`config.mk`:
```
export PLATFORM = sky130hd
export DESIGN_NAME = pipelined_chunk_adder
export DESIGN_NICKNAME = d
export VERILOG_FILES = /design/src/rtl/pipelined_chunk_adder.sv
export SDC_FILE = /design/constraint.sdc
export NUM_CORES = 1
export LEC_CHECK = 0
export CAP_MARGIN = 40
export CORE_ASPECT_RATIO = 1.2
export CORE_MARGIN = 2
export CORE_UTILIZATION = 40
export CTS_CLUSTER_DIAMETER = 100
export DETAILED_ROUTE_END_ITERATION = 8
export HOLD_SLACK_MARGIN = 0.12
export SLEW_MARGIN = 25
export SYNTH_ARGS = -nofsm -noshare
export SYNTH_HDL_FRONTEND = slang
export SYNTH_SLANG_ARGS = --single-unit
```
`constraint.sdc`:
```
create_clock -name clk -period 3.1 [get_ports clk]
set_input_delay 0.31 -clock clk [delete_from_list [all_inputs] [get_ports clk]]
set_output_delay 0.31 -clock clk [all_outputs]
set_load 0.02 [all_outputs]
```
`src/rtl/pipelined_chunk_adder.sv`:
```
// pipelined_chunk_adder: multi-cycle add/sub, CHUNK bits per clock with valid/ready handshakes.
// Define PIPELINED_CHUNK_ADDER_SAT_EN to saturate Sum on signed overflow.
module pipelined_chunk_adder #(
  parameter int WIDTH = 16,
  parameter int CHUNK = 4
) (
  input  logic             clk,
  input  logic             rst_n,
  input  logic             in_valid,
  output logic             in_ready,
  input  logic [WIDTH-1:0] A,
  input  logic [WIDTH-1:0] B,
  input  logic             Cin,
  input  logic             Sub,
  output logic             out_valid,
  input  logic             out_ready,
  output logic [WIDTH-1:0] Sum,
  output logic             Cout,
  output logic             Ovf
);
  localparam int NCHUNK = WIDTH / CHUNK;
  localparam int CW = NCHUNK > 1 ? $clog2(NCHUNK) : 1;
  if (WIDTH < 2 || CHUNK < 1 || CHUNK > WIDTH || WIDTH % CHUNK != 0) begin : g_bad_params
    $error("pipelined_chunk_adder: illegal WIDTH/CHUNK combination");
  end
  typedef enum logic [1:0] {IDLE, CALC, DONE} state_t;
  state_t           state, state_n;
  logic [WIDTH-1:0] a_r, bx_r, res, res_n, sum_ld;
  logic [CHUNK-1:0] a_ch, b_ch, s_ch;
  logic             carry, c_out, c_msb, ovf_n, last;
  logic [CW-1:0]    cnt;
  assign in_ready = state == IDLE;
  always_comb begin
    a_ch = a_r[cnt*CHUNK +: CHUNK];
    b_ch = bx_r[cnt*CHUNK +: CHUNK];
    {c_out, s_ch} = {1'b0, a_ch} + {1'b0, b_ch} + {{CHUNK{1'b0}}, carry};
    // carry into the top bit of the chunk, recovered from its sum bit
    c_msb = a_ch[CHUNK-1] ^ b_ch[CHUNK-1] ^ s_ch[CHUNK-1];
    ovf_n = c_msb ^ c_out;
    res_n = res;
    res_n[cnt*CHUNK +: CHUNK] = s_ch;
    last = cnt == CW'(NCHUNK - 1);
    state_n = state == IDLE ? (in_valid ? CALC : IDLE) :
              state == CALC ? (last ? DONE : CALC) :
              (out_ready ? IDLE : DONE);
  end
`ifdef PIPELINED_CHUNK_ADDER_SAT_EN
  assign sum_ld = ovf_n ? {a_r[WIDTH-1], {(WIDTH-1){~a_r[WIDTH-1]}}} : res_n;
`else
  assign sum_ld = res_n;
`endif
  always_ff @(posedge clk or negedge rst_n) begin
    if (!rst_n) begin
      state     <= IDLE;
      a_r       <= '0;
      bx_r      <= '0;
      res       <= '0;
      carry     <= 1'b0;
      cnt       <= '0;
      out_valid <= 1'b0;
      Sum       <= '0;
      Cout      <= 1'b0;
      Ovf       <= 1'b0;
    end else begin
      state <= state_n;
      if (state == IDLE && in_valid) begin
        a_r   <= A;
        bx_r  <= Sub ? ~B : B;
        carry <= Sub ^ Cin;
        cnt   <= '0;
      end
      if (state == CALC) begin
        res   <= res_n;
        carry <= c_out;
        cnt   <= cnt + CW'(1);
      end
      if (state == CALC && last) begin
        Sum       <= sum_ld;
        Cout      <= c_out;
        Ovf       <= ovf_n;
        out_valid <= 1'b1;
      end
      if (state == DONE && out_ready) out_valid <= 1'b0;
    end
  end
endmodule

```
==> results by stage <==
Global routing:
- The number of global-route vias before repair is 2,372.
- Entering global routing, the biggest net connects 53 pins.
- The global-route usage over all layers is 0.160.
- The first-pass GRT wire length is 11,600 um.
- The remaining global-route overflow is 0.
- The number of antenna violations at the first check in global routing is 0.

Yosys:
- The share of synthesized cell area in and, or, nand and nor gates is 0.158.
- After technology mapping, the gate count stands at 332.
- In this run the mean area of a mapped cell was 10.5 sq um.
- The post-synthesis compound-gate area fraction came to 0.140.
- The prevailing post-synth register cell is sky130_fd_sc_hd__dfrtp_1.
- The number of warning messages in the yosys log is 0.
- The largest family of logic cells by synthesized area is simple AND/OR/NAND/NOR gates.
- The netlist area before placement is 0.00348 sq mm.
- The area share of fa/ha/maj cells after synthesis is 0.0438.
- After synthesis, the netlist uses 33 different library cells.
- The synthesized design contains 72 register bits.
- Of all flip-flops after synthesis, the portion carrying an async set or reset was 1.00.
- The number of nets in the synthesized netlist is 381.
- Of the total synthesized cell area, the portion taken by XOR and XNOR cells is 0.0528.
- The fraction of synthesized area in multiplexers is 0.0517.
- Counting flops with a built-in enable in the synthesized netlist gives 0.
- The register area share after synthesis is 0.517.

Floorplanning:
- For this configuration, the core starts out at a cell density of 0.409.
- 58 I/O pins were placed.
- The floorplan row count is 37.
- The floorplan step defined a die boundary enclosing 0.00947 sq mm.
- In this run the standard cell core region covers 0.00852 sq mm.
- From bottom edge to top edge, the die measures 106 um.
- The die boundary width is 89.2 um.

CTS:
- The number of hold buffers added after CTS was 1.
- The number of clock buffers added by TritonCTS is 9.
- After clock tree synthesis, the repair step resized 0 gates.
- The H-tree generated during clock tree synthesis spans 3 levels.
- The number of buffers inserted by post-CTS setup repair is 0.
- The clock drives 72 sinks.
- The maximum number of buffers from clock root to sink is 2.
- TritonCTS built the clock tree.
- The tree is rooted in a sky130_fd_sc_hd__clkbuf_8.
- The clock reaches the later pin of the worst-skew pair after 0.34 ns.
- After clock tree synthesis, the clock-pin slew on the worst setup and hold paths is 0.07 ns.

Routing:
- The final wirelength is 7100 um.
- The via-per-instance ratio is 4.98.
- The detailed-routing iteration count for the pre-antenna-repair pass is 4.
- The remaining antenna violation count after routing is 0.
- The number of violations reported at the end of detailed-routing iteration 0 is 110.
- The detailed router placed 2,518 vias in this run.
- The post-detailed-route DRC marker count is 0.
- The routed wire length per instance is 14.0 um.

Status:
- The run finished with clean final reports.

Setup path:
- The worst register-to-register path has a setup slack of 0.27 ns.
- The critical path capture point is res[6].
- The beginning of the worst register-to-register path is cnt[0].
- In this run the critical register-to-register path is captured at res[6].
- STA classifies the critical path startpoint as a register.
- In this run the worst setup path begins at cnt[0].
- Data arrives at the worst endpoint at 3.12 ns.
- The critical path in this run is classified as reg2reg.
- STA classifies the critical path endpoint as a register.
- The critical-path maximum fanout is 10.
- At the worst endpoint, the required time is 3.39 ns.
- For the worst flop-to-flop path, the logic depth is 6.

STA:
- The count of pins over their slew limit is 0.
- The final count of hold timing violations is 0.
- Setup repair after global routing left no endpoint under its margin.
- After layout, the minimum clock period comes to 2.83 ns.
- The worst clock skew on the final layout is 0.00575 ns.
- The actual transition at the worst max-transition pin is 0.715 ns.
- The relative slew slack is 0.523.
- In the final timing run, aggregate negative setup slack is 0 ns.
- The number of setup violations in the final report is 0.
- The portion of the clock cycle consumed by the worst path in the final layout is 0.914.
- Based on the critical path, the design can be clocked at up to 0.353 GHz.
- Setup slack closes at 0.267 ns.

Power and ir drop:
- The power density relative to cell area is 1060 mW/mm^2.
- The completed layout was analyzed and its total power is 4.61 mW.
- The worst-case IR drop observed on VDD is 0.484 mV.
- The analysis attributes to cell leakage a power of 1.90 nW.

Placed design:
- Buffers placed on the I/O ports in this run total 57.
- The placer's final routability congestion estimate is 0.805.
- Detailed placement ended at an HPWL of 5220 um.
- OpenSTA, run right after detailed placement, puts the worst setup slack at 0.254 ns.

Flow run:
- Max-cap violations in this run came to 0.

Finish:
- The area growth from synthesis to final layout is 25.0%.
- The top cell types in the final layout, fill and taps aside, are sky130_fd_sc_hd__nand2_1 (85), sky130_fd_sc_hd__dfrtp_1 (72), sky130_fd_sc_hd__clkdlybuf4s50_1 (56), sky130_fd_sc_hd__o21ai_0 (32), sky130_fd_sc_hd__xnor2_1 (19).
- The net count of the finished layout is 435.
- The number of inserted filler cells in the final layout is 808.
- The fraction of layout cells with a size suffix above 1 is 0.0874.
- Leaving out fill and tap cells, the most frequent cell in the layout is sky130_fd_sc_hd__nand2_1.
- The antenna diode count is 0.

Hold path:
- The path category of the worst min-delay check is in2async.
## sequential cells by signal (all words and copies together), names as in the netlist
| register | flops |
|---|---|
| Cout | 1 |
| bx_r | 16 |
| out_valid | 1 |
| cnt | 2 |
| res | 16 |
| a_r | 16 |
| carry | 1 |
| Ovf | 1 |
| state | 2 |
| Sum | 16 |
## cell type report
cell class	count	area, sq um	area share
tap	117	146	0.0336
clock buffer	14	173	0.0397
sequential	72	1800	0.414
timing repair buffer	65	661	0.152
inverter	4	15.0	0.00345
multi-input combinational	234	1560	0.357
## cell families after synthesis
group                    count (synthesis)
adder cells (fa/ha/maj)                 11
XOR/XNOR                                21
buffers and inverters                   26
multiplexers                             8
AO/OA/AOI/OAI                           78
flip-flops                              72
AND/OR/NAND/NOR                        116
## cell usage after synthesis, types with 2 or more instances
cell type                  instances  area, sq um
sky130_fd_sc_hd__xnor2_1          19          166
sky130_fd_sc_hd__dfrtp_1          72         1800
sky130_fd_sc_hd__nor2b_1          12         75.1
sky130_fd_sc_hd__buf_4             3         22.5
sky130_fd_sc_hd__buf_2            11         55.1
sky130_fd_sc_hd__a21o_1            2         15.0
sky130_fd_sc_hd__a21oi_1          18         90.1
sky130_fd_sc_hd__and2_1            2         12.5
sky130_fd_sc_hd__o21ai_0          32          160
sky130_fd_sc_hd__fa_1              2         40.0
sky130_fd_sc_hd__mux4_2            8          180
sky130_fd_sc_hd__nand3_1           6         30.0
sky130_fd_sc_hd__xor2_1            2         17.5
sky130_fd_sc_hd__nor3b_1           4         30.0
sky130_fd_sc_hd__clkbuf_2          2         10.0
sky130_fd_sc_hd__a22o_1            4         35.0
sky130_fd_sc_hd__inv_1             3         11.3
sky130_fd_sc_hd__o21ai_1           7         35.0
sky130_fd_sc_hd__nand2_1          85          319
sky130_fd_sc_hd__ha_1              9          113
sky130_fd_sc_hd__clkbuf_1          6         22.5
sky130_fd_sc_hd__a32o_1           12          120
## critical path, cell delays in order, from the launching register on
cell	delay (ns)
sky130_fd_sc_hd__dfrtp_1	0.56
sky130_fd_sc_hd__mux4_2	0.58
sky130_fd_sc_hd__fa_1	0.44
sky130_fd_sc_hd__fa_1	0.42
sky130_fd_sc_hd__xor2_1	0.35
sky130_fd_sc_hd__and2_1	0.26
sky130_fd_sc_hd__a22o_1	0.17
## where the power goes
| group | internal (mW) | switching (mW) | leakage [nW] |
|---|---|---|---|
| Sequential | 1.32 | 0.247 | 0.935 |
| Clock | 0.349 | 0.324 | 0.0886 |
| Combinational | 0.994 | 1.38 | 0.881 |
| Total | 2.66 | 1.95 | 1.90 |
## metal layers
layer	vias up	routed length [um]	share of wire	track usage
met5	-	0	0	0
met4	0	160	0.023	0.0597
met3	15	301	0.042	0.0489
met2	62	3640	0.51	0.263
met1	1196	3010	0.42	0.194
li1	1245	-	-	-
## how the worst min path moves through the flow
stage / from / to / slack [ns] / cells after the start
final: rst_n / Sum[9] / 0.33 / 2
after global placement: rst_n / Sum[9] / 0.44 / 1
after global routing: rst_n / Sum[9] / 0.32 / 2
after floorplan: rst_n / Cout / 0.01 / 0
after detailed placement: rst_n / Sum[9] / 0.44 / 1
after CTS: A[14] / a_r[14] / 0.48 / 3
## through the flow
| step | cells | area, sq um | utilization | hold WS [ns] |
|---|---|---|---|---|
| detailed placement | 489 | 4130 | 0.485 | 0.442 |
| global placement | 489 | 4130 | 0.485 | 0.438 |
| floorplan | 332 | 3480 | - | 0.0144 |
| global route | 506 | 4350 | 0.511 | 0.325 |
| CTS | 504 | 4320 | 0.507 | 0.480 |
| finish | 506 | 4350 | 0.511 | 0.327 |
No activity file was read; power rests on OpenSTA's default activity.
